===== config.mk =====
export PLATFORM = sky130hd
export DESIGN_NAME = alu_share_arbiter
export DESIGN_NICKNAME = d
export VERILOG_FILES = /design/src/rtl/alu_share_arbiter.sv
export SDC_FILE = /design/constraint.sdc
export NUM_CORES = 1
export LEC_CHECK = 0
export BUFFER_PORTS_ARGS = -buffer_cell sky130_fd_sc_hd__buf_2
export CORE_AREA = 2 2 121 123
export CTS_CLUSTER_DIAMETER = 80
export DETAILED_ROUTE_END_ITERATION = 12
export DIE_AREA = 0 0 123 125
export PLACE_DENSITY = 0.6
export SETUP_SLACK_MARGIN = 0.3
export SLEW_MARGIN = 20
export SYNTH_ARGS = -nofsm -noshare
export SYNTH_HDL_FRONTEND = slang
export SYNTH_SLANG_ARGS = --single-unit

===== constraint.sdc =====
create_clock -name clk -period 6.5 [get_ports clk]
set_clock_uncertainty 0.15 [all_clocks]
set_input_delay 1.3 -clock clk [delete_from_list [all_inputs] [get_ports clk]]
set_output_delay 1.3 -clock clk [all_outputs]
set_load 0.05 [all_outputs]

===== src/rtl/alu_share_arbiter.sv =====
// alu_share_arbiter
//   Shares one external combinational ALU (ADD=3'b000, CMP/BNE=3'b001) between
//   two requesters. Round-robin grant, at most one grant per cycle. The ALU
//   result is registered into a per-port response slot that is held until the
//   owning port consumes it.
//
// Ports
//   clk, rst                 clock, synchronous active-high reset
//   req_valid/req_ready[2]   request handshake (req_ready = grant)
//   req_op1/req_op2          per-port operands, port n at [n*DATA_WIDTH +: DATA_WIDTH]
//   req_ctrl                 per-port ALU control, port n at [n*3 +: 3]
//   resp_valid/resp_ready[2] response slot full / consumed this cycle
//   resp_out, resp_eq        per-port registered ALU result and EQ flag
//   alu_op1/op2/ctrl         drive to the shared ALU (idle: 0, 0, 3'b111)
//   alu_out, alu_eq          result from the shared ALU
//   stall_cnt                per-port saturating stall counters, port n at
//                            [n*CNT_WIDTH +: CNT_WIDTH]
//
// Build option
//   ALU_ARB_STALL_CNT_EN     when defined, adds stall_cnt and its counters.

module alu_share_arbiter #(
    parameter int unsigned DATA_WIDTH = 32,
    parameter int unsigned CNT_WIDTH  = 16
) (
    input  logic                    clk,
    input  logic                    rst,
    input  logic [1:0]              req_valid,
    output logic [1:0]              req_ready,
    input  logic [2*DATA_WIDTH-1:0] req_op1,
    input  logic [2*DATA_WIDTH-1:0] req_op2,
    input  logic [5:0]              req_ctrl,
    output logic [1:0]              resp_valid,
    input  logic [1:0]              resp_ready,
    output logic [2*DATA_WIDTH-1:0] resp_out,
    output logic [1:0]              resp_eq,
    output logic [DATA_WIDTH-1:0]   alu_op1,
    output logic [DATA_WIDTH-1:0]   alu_op2,
    output logic [2:0]              alu_ctrl,
    input  logic [DATA_WIDTH-1:0]   alu_out,
    input  logic                    alu_eq
`ifdef ALU_ARB_STALL_CNT_EN
    ,
    output logic [2*CNT_WIDTH-1:0]  stall_cnt
`endif
);

    localparam logic [2:0] CTRL_IDLE = 3'b111;

    typedef enum logic {
        SLOT_EMPTY = 1'b0,
        SLOT_FULL  = 1'b1
    } slot_t;

    if (CNT_WIDTH < 1) begin : g_cnt_width_check
        $error("CNT_WIDTH must be at least 1");
    end

    slot_t                  slot_q [2];
    slot_t                  slot_d [2];
    logic [DATA_WIDTH-1:0]  data_q [2];
    logic [1:0]             eq_q;
    logic                   last_grant;
    logic [1:0]             elig;
    logic [1:0]             grant;

    // A full slot that is being drained this cycle can accept a new result.
    always_comb begin
        elig = '0;
        for (int unsigned n = 0; n < 2; n++) begin
            elig[n] = req_valid[n] && (slot_q[n] == SLOT_EMPTY || resp_ready[n]);
        end
    end

    // last_grant holds the index of the most recently granted port; a tie goes
    // to the other one.
    always_comb begin
        grant = '0;
        if (!rst) begin
            case (elig)
                2'b01:   grant = 2'b01;
                2'b10:   grant = 2'b10;
                2'b11:   grant = last_grant ? 2'b01 : 2'b10;
                default: grant = '0;
            endcase
        end
    end

    assign req_ready = grant;

    always_comb begin
        alu_op1  = '0;
        alu_op2  = '0;
        alu_ctrl = CTRL_IDLE;
        if (grant[0]) begin
            alu_op1  = req_op1[0 +: DATA_WIDTH];
            alu_op2  = req_op2[0 +: DATA_WIDTH];
            alu_ctrl = req_ctrl[0 +: 3];
        end else if (grant[1]) begin
            alu_op1  = req_op1[DATA_WIDTH +: DATA_WIDTH];
            alu_op2  = req_op2[DATA_WIDTH +: DATA_WIDTH];
            alu_ctrl = req_ctrl[3 +: 3];
        end
    end

    // Grant takes priority over drain so a same-cycle drain+refill stays FULL.
    always_comb begin
        for (int unsigned n = 0; n < 2; n++) begin
            slot_d[n] = slot_q[n];
            case (slot_q[n])
                SLOT_EMPTY: if (grant[n]) slot_d[n] = SLOT_FULL;
                SLOT_FULL: begin
                    if (grant[n])           slot_d[n] = SLOT_FULL;
                    else if (resp_ready[n]) slot_d[n] = SLOT_EMPTY;
                end
                default:    slot_d[n] = SLOT_EMPTY;
            endcase
        end
    end

    always_ff @(posedge clk) begin
        if (rst) begin
            for (int unsigned n = 0; n < 2; n++) begin
                slot_q[n] <= SLOT_EMPTY;
                data_q[n] <= '0;
            end
            eq_q       <= '0;
            last_grant <= 1'b1;
        end else begin
            for (int unsigned n = 0; n < 2; n++) begin
                slot_q[n] <= slot_d[n];
                if (grant[n]) begin
                    data_q[n] <= alu_out;
                    eq_q[n]   <= alu_eq;
                end
            end
            if (|grant) begin
                last_grant <= grant[1];
            end
        end
    end

    always_comb begin
        resp_valid = '0;
        resp_out   = '0;
        for (int unsigned n = 0; n < 2; n++) begin
            resp_valid[n] = (slot_q[n] == SLOT_FULL);
            resp_out[n*DATA_WIDTH +: DATA_WIDTH] = data_q[n];
        end
    end

    assign resp_eq = eq_q;

`ifdef ALU_ARB_STALL_CNT_EN
    logic [CNT_WIDTH-1:0] stall_q [2];

    always_ff @(posedge clk) begin
        if (rst) begin
            for (int unsigned n = 0; n < 2; n++) begin
                stall_q[n] <= '0;
            end
        end else begin
            for (int unsigned n = 0; n < 2; n++) begin
                if (req_valid[n] && !req_ready[n] && stall_q[n] != '1) begin
                    stall_q[n] <= stall_q[n] + 1'b1;
                end
            end
        end
    end

    always_comb begin
        stall_cnt = '0;
        for (int unsigned n = 0; n < 2; n++) begin
            stall_cnt[n*CNT_WIDTH +: CNT_WIDTH] = stall_q[n];
        end
    end
`endif

endmodule

==> results.py, run 1 <==
metrics = {
    "status": {
        "outcome": "complete, no violations",
    },
    "route": {
        "ant_nets": 0,
        "via_per_inst": 4.66,
        "vias": 3903,
        "drcViolationCount": 0,
        "wl_per_cell_um": 15.5,
        "drt-initial-drc-count": 179,
        "routed_wl_mm": 13.0,
        "first_pass_iters": 4,
    },
    "worst_hold_path": {
        "min_path_type": "register to register",
        "holdPathStages": 2,
    },
    "finish": {
        "drive_above_1_share_pct": 51.7,
        "fillers": 1438,
        "layout_common_cells": "buf_2 (308), nand2b_1 (70), inv_1 (65)",
        "syn_to_final_growth_pct": 49.7,
        "fin_area_um2": 5840,
        "mostFrequentLayoutCell": "buf_2",
        "post-route-util_pct": 41.1,
        "nets": 821,
    },
    "sta": {
        "hold_slack_ps": 328,
        "finalMaxSlewViolations": 0,
        "slew-limit-headroom_pct": 31.7,
        "tns_ps": 0,
        "tightestPinTransition_ps": 1020,
        "rsz0062_at_grt": "no",
        "setup_viol": 0,
        "min_period_over_period_pct": 69.5,
        "fmax_mhz": 221,
        "hold_viol": 0,
        "fin_crit_ps": 4520,
    },
    "clock_tree": {
        "cts_buffer_depth": 2,
        "cts_hold_buffers": 0,
        "post_cts_resized": 0,
        "clockRootBuffer": "clkbuf_16",
        "clkLatencyLatePin_ps": 320,
        "clk_pin_slew_ps": 50,
        "cts_sinks": 69,
        "h-tree-depth": 3,
        "postCtsSetupRepairBufs": 0,
        "cts_tree": "built",
        "cts-buffers-inserted": 9,
    },
    "worst_setup_path": {
        "path_cells": "buf_2 > nand2b_4 > a311o_2 > buf_12 > o32ai_1 > buf_2",
        "critPathSlowestCell": "a311o_2",
        "worstPathMaxFanout": 45,
        "worstReg2RegStart": "slot_q[0][0]",
        "crit_required_ps": 5050,
        "r2r_end": "data_q[0][57]",
        "crit_cells": 6,
        "timing.critical_path.buf_inv": 3,
        "r2r_slack_ps": 4280,
        "cp_top_family": "compound AO/OA/AOI/OAI gates",
        "critPathMostFrequentCell": "buf_2",
        "cp.arrival_ps": 3070,
        "crit_path_end": "alu_op2[30]",
        "cp_slowest_stage_delay_ps": 630,
        "critPathKind": "input pin to output pin",
        "r2r.worst_path.cells": 4,
        "startpoint": "resp_ready[0]",
        "cp-start-kind": "input pin",
        "worstSetupEndpointType": "output pin",
    },
    "place": {
        "gp_congestion": 0.898,
        "dp_hpwl_mm": 9.94,
        "portBuffers": 309,
        "postPlaceCellArea_um2": 5530,
    },
    "yosys": {
        "synth.area.top_cells": "edfxtp_1 (49%), o32ai_1 (14%), nand2b_1 (11%)",
        "yosys-mux-area-fraction_pct": 0.513,
        "syn_inst": 359,
        "synth_largest_area_cell": "edfxtp_1",
        "ys_types": 27,
        "syn_nets": 532,
        "synth.top_cell.area_share_pct": 49.3,
        "syn_area_um2": 3900,
        "synth-simple-area-share_pct": 19.2,
        "synth_top_family_by_area": "simple AND/OR/NAND/NOR gates",
        "synthAdderAreaFrac_pct": 0,
        "synth-compound-area-share_pct": 16.6,
        "ys_seq_area_share_pct": 51.8,
        "synth-seq-cells": 69,
        "synth-xor-area-share_pct": 0,
        "ys_warn_count": 0,
        "syn_area_per_cell_um2": 10.9,
    },
    "power_and_ir_drop": {
        "p_int_mw": 0.992,
        "power_frac_comb_pct": 32.6,
        "irDropWorstVdd_uv": 91.7,
        "p_per_area_nw_per_um2": 263,
        "switching_share_pct": 35.5,
        "p_clk_share_pct": 32.1,
        "p_leak_nw": 2.91,
        "seq_power_share_pct": 35.3,
        "p_sw_mw": 0.547,
    },
    "grt": {
        "grt_start_max_net_pins": 136,
        "antenna_found_initial": 1,
        "grt.overflow.total": 0,
        "grt_pass1_wl_mm": 19.1,
        "grt_pass1_vias": 3829,
        "track_usage_pct": 16.0,
    },
    "die": {
        "start_util_pct": 27.5,
        "fp-row-count": 44,
        "die_w_um": 123,
        "chipHeight_um": 125,
        "die-area_um2": 15400,
        "io-pin-count": 310,
        "core_um2": 14200,
    },
    "job": {
        "cap_violations": 0,
    },
}
[power by group through the flow]
stage	Clock, mW	Sequential, mW	Combinational (mW)
3_5_place_dp	0	0.553	0.504
3_3_place_gp	0	0.552	0.499
6_report	0.493	0.544	0.501
2_1_floorplan	0	0.690	0.228
4_1_cts	0.506	0.544	0.506
5_1_grt	0.529	0.547	0.530
[metrics by stage]
stage	setup slack (ps)	instances	total power, mW
2_1_floorplan	1720	359	0.918
3_3_place_gp	1740	820	1.05
3_5_place_dp	1980	821	1.06
4_1_cts	1970	836	1.56
5_1_grt	1850	837	1.61
6_report	1980	837	1.54
[final cells by class]
class                   instances  area (um2)  share of cell area [%]
clock inverters                 5        76.3                    1.31
diodes                          1        2.50                  0.0429
inverters                      65         244                    4.18
repair buffers                315        1610                    27.5
flip-flops and latches         69        2020                    34.6
well taps                     184         230                    3.94
multi-input cells             188        1430                    24.5
clock buffers                  10         229                    3.92
[sequential cells by signal, summed over array words and instances, names as in the netlist]
signal      flops
last_grant      1
slot_q          2
data_q         64
resp_eq         2
[routing by layer]
layer,GRT usage [%],vias to the layer above,share of wire [%]
li1,-,1872,-
met1,16.5,1786,37
met2,29.2,215,50
met3,4.61,30,9.1
met4,7.49,0,3.6
met5,0,-,0
[worst min-delay path by stage]
stage | startpoint | end | slack (ps)
2_1_floorplan | last_grant | last_grant | 300
3_3_place_gp | resp_eq[0] | resp_eq[0] | 320
3_5_place_dp | resp_eq[0] | resp_eq[0] | 320
4_1_cts | resp_eq[0] | resp_eq[0] | 330
5_1_grt | resp_eq[0] | resp_eq[0] | 370
6_report | resp_eq[0] | resp_eq[0] | 330
[cell usage after synthesis]
library cell and number:
or2_2 3, nor2_1 2, mux2i_1 2, buf_2 2
nor3_1 1, nand2b_4 1, nor3b_1 32, o211ai_2 1
nand2_1 1, nor2b_4 1, o32ai_1 64, buf_6 1
dfxtp_1 5, clkbuf_8 6, edfxtp_1 64, o32a_1 2
a22oi_1 1, o21ai_0 1, or2b_1 1, a21oi_1 2
o32a_2 1, nand2b_1 70, a311o_1 1, clkbuf_1 27
buf_8 1, a211o_1 1, inv_1 65
[worst min-delay path: stages (launching register included)]
cell      delay [ps]
dfxtp_1          300
nand2b_1          60
mux2i_1           60
[kinds of logic after synthesis]
kind of cell | Yosys count
buffers and inverters | 102
multiplexers | 2
AND/OR/NAND/NOR | 112
flip-flops | 69
AO/OA/AOI/OAI | 74
Note: power is estimated with default switching activity, not from simulation.
==> run 2: changes to the inputs <==
Clock period 6.5 ns to 4.5 ns, I/O delays scaled along.
==> results.py, run 2 (synthesis gave the netlist of run 1 again) <==
metrics = {
    "grt": {
        "grt_start_max_net_pins": 122,
        "track_usage_pct": 16.4,
        "grt.busiest_layer": "met2",
        "use_met2_pct": 30.2,
        "antenna_found_initial": 0,
        "grtUsageMet3_pct": 3.97,
        "grtUsageMet1_pct": 17.6,
        "grt.overflow.total": 0,
        "grt_pass1_vias": 3860,
        "grt_pass1_wl_mm": 19.5,
    },
    "route": {
        "first_pass_iters": 4,
        "drcViolationCount": 0,
        "via_per_inst": 4.65,
        "vias": 3904,
        "wl_per_cell_um": 15.7,
        "drt-initial-drc-count": 177,
        "routed_wl_mm": 13.2,
        "ant_nets": 0,
    },
    "job": {
        "cap_violations": 0,
    },
    "worst_setup_path": {
        "cp_top_family": "compound AO/OA/AOI/OAI gates",
        "path_cells": "buf_2 > nand2b_4 > a311o_2 > buf_12 > o32ai_1 > buf_2",
        "cp-start-kind": "input pin",
        "timing.critical_path.buf_inv": 3,
        "r2r_end": "data_q[0][60]",
        "cp_slowest_stage_delay_ps": 600,
        "critPathKind": "input pin to output pin",
        "crit_cells": 6,
        "startpoint": "resp_ready[0]",
        "worstPathMaxFanout": 50,
        "r2r_slack_ps": 2210,
        "crit_required_ps": 3450,
        "cp.arrival_ps": 2740,
        "critPathSlowestCell": "a311o_2",
        "worstSetupEndpointType": "output pin",
        "r2r.worst_path.cells": 4,
        "worstReg2RegStart": "slot_q[0][0]",
        "critPathMostFrequentCell": "buf_2",
    },
    "sta": {
        "fmax_mhz": 264,
        "hold_viol": 0,
        "rsz0062_at_grt": "no",
        "setup_viol": 0,
        "slew-limit-headroom_pct": 39.0,
        "finalMaxSlewViolations": 0,
        "min_period_over_period_pct": 84.3,
        "tns_ps": 0,
        "tightestPinTransition_ps": 916,
        "fin_crit_ps": 3790,
    },
    "place": {
        "dp_hpwl_mm": 10.1,
        "portBuffers": 309,
        "dp.cells": 823,
        "gp_congestion": 0.893,
    },
    "clock_tree": {
        "cts_tree": "built",
        "h-tree-depth": 3,
        "clk_pin_slew_ps": 50,
        "cts-buffers-inserted": 9,
        "clkLatencyLatePin_ps": 320,
        "cts_sinks": 69,
        "clockRootBuffer": "clkbuf_16",
        "postCtsSetupRepairBufs": 0,
        "cts_hold_buffers": 0,
        "cts_buffer_depth": 2,
        "post_cts_resized": 0,
    },
    "finish": {
        "largest_reg_flops": 64,
        "syn_to_final_growth_pct": 49.4,
        "num_antenna_cells": 0,
        "mostFrequentLayoutCell": "buf_2",
        "drive_above_1_share_pct": 52.1,
        "nets": 823,
        "layout_common_cells": "buf_2 (308), nand2b_1 (70), inv_1 (65)",
        "final_cells": 839,
        "top_register": "data_q",
        "fillers": 1440,
    },
    "worst_hold_path": {
        "min_from": "resp_eq[0]",
        "hold_end": "resp_eq[0]",
        "holdPathStages": 2,
        "min_path_type": "register to register",
    },
    "die": {
        "die-area_um2": 15400,
        "core_um2": 14200,
        "start_util_pct": 27.5,
        "die_w_um": 123,
        "io-pin-count": 310,
        "chipHeight_um": 125,
        "fp-row-count": 44,
    },
    "power_and_ir_drop": {
        "irDropWorstVdd_uv": 143,
        "p_leak_nw": 2.91,
        "p_per_area_nw_per_um2": 366,
    },
    "status": {
        "outcome": "complete, no violations",
    },
}
==> run 2: per-layer routing <==
layer | wire length (um) | share of wire, %
met4 | 347 | 2.6
met1 | 4910 | 37
met5 | 0 | 0
met2 | 6760 | 51
met3 | 1160 | 8.8
==> run 2: layout make-up <==
| class | count | area, um2 | share of cell area [%] |
|---|---|---|---|
| clock inverters | 6 | 38.8 | 0.666 |
| clock buffers | 10 | 229 | 3.93 |
| inverters | 65 | 244 | 4.19 |
| multi-input cells | 188 | 1430 | 24.5 |
| well taps | 184 | 230 | 3.95 |
| repair buffers | 317 | 1630 | 28.0 |
| flip-flops and latches | 69 | 2020 | 34.7 |
==> run 2: through the flow <==
| step | utilization [%] | worst slack, ps | cell area, um2 | hold slack (ps) | total power [mW] |
|---|---|---|---|---|---|
| final | 41.0 | 705 | 5830 | 333 | 2.14 |
| after global routing | 41.0 | 602 | 5830 | 359 | 2.23 |
| after CTS | 41.0 | 653 | 5830 | 331 | 2.17 |
| after detailed placement | 39.1 | 658 | 5560 | 319 | 1.53 |
| after global placement | 39.1 | 690 | 5560 | 312 | 1.53 |
| after floorplan | - | 523 | 3900 | 299 | 1.33 |
==> run 2: report_power, final <==
part           switching, mW  total, mW  internal, mW  leakage, nW
Combinational          0.540      0.729         0.189         2.06
Clock                  0.251      0.622         0.371        0.129
Sequential            0.0164      0.784         0.768        0.727
==> run 2: worst register-to-register path, stage by stage (launching register included) <==
cell and delay, ps:
dfxtp_1 370, nand2b_4 100, a311o_2 600, or2b_1 300, buf_4 400
==> run 2: worst max path at each step <==
stage / end / slack, ps
after floorplan: alu_op1[24] / 520
after global placement: alu_op2[3] / 690
after detailed placement: alu_op2[26] / 660
after CTS: alu_op2[26] / 650
after global routing: alu_op2[26] / 600
final: alu_op2[26] / 710
==> run 3: changes to the inputs <==
Clock period 4.5 ns to 3.95 ns, I/O delays scaled along.
==> results.py, run 3 (synthesis gave the netlist of run 1 again) <==
metrics = {
    "worst_setup_path": {
        "critPathKind": "input pin to output pin",
        "worstSetupEndpointType": "output pin",
        "crit_path_end": "alu_op2[25]",
        "r2r_end": "data_q[0][52]",
        "startpoint": "resp_ready[0]",
        "worstReg2RegStart": "slot_q[0][0]",
        "cp.arrival_ps": 2600,
        "crit_required_ps": 3010,
        "r2r.worst_path.cells": 5,
        "worstPathMaxFanout": 58,
        "cp-start-kind": "input pin",
        "r2r_slack_ps": 1570,
    },
    "finish": {
        "regArea_um2": 2020,
        "syn_to_final_growth_pct": 55.7,
        "largest_reg_flops": 64,
        "mostFrequentLayoutCell": "buf_2",
        "drive_above_1_share_pct": 54.5,
        "fillers": 1424,
        "post-route-util_pct": 42.8,
        "nets": 829,
        "final_cells": 848,
        "layout_common_cells": "buf_2 (308), nand2b_1 (70), inv_1 (65)",
        "top_register": "data_q",
        "multiInputGateArea_um2": 1520,
    },
    "grt": {
        "antenna_found_initial": 3,
        "grt_pass1_wl_mm": 20.0,
        "track_usage_pct": 16.8,
        "grt_start_max_net_pins": 76,
        "grt_pass1_vias": 3914,
        "grt.overflow.total": 0,
    },
    "clock_tree": {
        "h-tree-depth": 3,
        "cts-buffers-inserted": 9,
        "cts_tree": "built",
        "cts_hold_buffers": 0,
        "clk_pin_slew_ps": 50,
        "postCtsSetupRepairBufs": 0,
        "cts_buffer_depth": 2,
        "cts_sinks": 69,
        "clockRootBuffer": "clkbuf_16",
        "clkLatencyLatePin_ps": 320,
        "post_cts_resized": 0,
    },
    "route": {
        "wl_per_cell_um": 15.9,
        "vias": 3978,
        "routed_wl_mm": 13.5,
        "drcViolationCount": 0,
        "drt-initial-drc-count": 198,
        "via_per_inst": 4.69,
        "ant_nets": 0,
        "first_pass_iters": 4,
    },
    "power_and_ir_drop": {
        "switching_share_pct": 35.0,
        "p_int_mw": 1.72,
        "p_sw_mw": 0.928,
        "p_per_area_nw_per_um2": 437,
        "power_mw": 2.65,
        "p_clk_share_pct": 34.3,
        "p_leak_nw": 3.02,
        "seq_power_share_pct": 33.6,
        "irDropWorstVdd_uv": 218,
        "power_frac_comb_pct": 32.1,
    },
    "sta": {
        "tns_ps": 0,
        "setup_viol": 0,
        "tightestPinTransition_ps": 684,
        "min_period_over_period_pct": 89.5,
        "slew-limit-headroom_pct": 54.4,
        "hold_slack_ps": 324,
        "rsz0062_at_grt": "no",
        "fin_crit_ps": 3540,
        "finalMaxSlewViolations": 0,
        "fmax_mhz": 283,
        "hold_viol": 0,
    },
    "job": {
        "cap_violations": 0,
    },
    "die": {
        "fp-row-count": 44,
        "die-area_um2": 15400,
        "io-pin-count": 310,
        "core_um2": 14200,
        "start_util_pct": 27.5,
        "die_w_um": 123,
        "chipHeight_um": 125,
    },
    "place": {
        "dp_hpwl_mm": 10.6,
        "portBuffers": 309,
        "gp_congestion": 0.909,
        "dp.cells": 829,
    },
    "status": {
        "outcome": "complete, no violations",
    },
    "worst_hold_path": {
        "min_path_type": "register to register",
    },
}
==> run 3: worst min path at each step <==
stage | from | to | slack (ps) | cells after the start
CTS | resp_eq[1] | resp_eq[1] | 330 | 2
floorplan | last_grant | last_grant | 300 | 1
detailed placement | resp_eq[1] | resp_eq[1] | 320 | 2
finish | resp_eq[1] | resp_eq[1] | 320 | 2
global placement | resp_eq[1] | resp_eq[1] | 310 | 2
global route | resp_eq[0] | resp_eq[0] | 350 | 2
==> run 3: final cells by class <==
class | instances | area share (%)
flip-flops and latches | 69 | 33.3
repair buffers | 323 | 28.1
multi-input cells | 188 | 25.0
inverters | 65 | 4.02
well taps | 184 | 3.79
clock buffers | 9 | 3.71
clock inverters | 7 | 2.00
diodes | 3 | 0.124
==> run 3: metal layers <==
layer	share of wire, %	global-route usage [%]
met5	0	0
met4	2.0	6.02
met3	8.3	4.15
met2	53	31.1
met1	36	18.2
==> run 3: per-stage QoR <==
stage          cell area [um2]  worst slack, ps
2_1_floorplan             3990              193
3_3_place_gp              5720              449
3_5_place_dp              5720              445
4_1_cts                   6070              437
5_1_grt                   6070              362
6_report                  6070              414
==> run 3: power groups by stage <==
stage	sequential [mW]	combinational, mW	clock, mW
after CTS	0.893	0.858	0.929
final	0.892	0.851	0.908
after global routing	0.898	0.899	0.964
after floorplan	1.14	0.388	0
after global placement	0.907	0.851	0
after detailed placement	0.908	0.856	0
==> run 3: critical path: stages <==
cell	delay, ps
buf_2	100
nand2b_4	160
a311o_2	550
buf_12	240
o32ai_1	390
buf_2	350
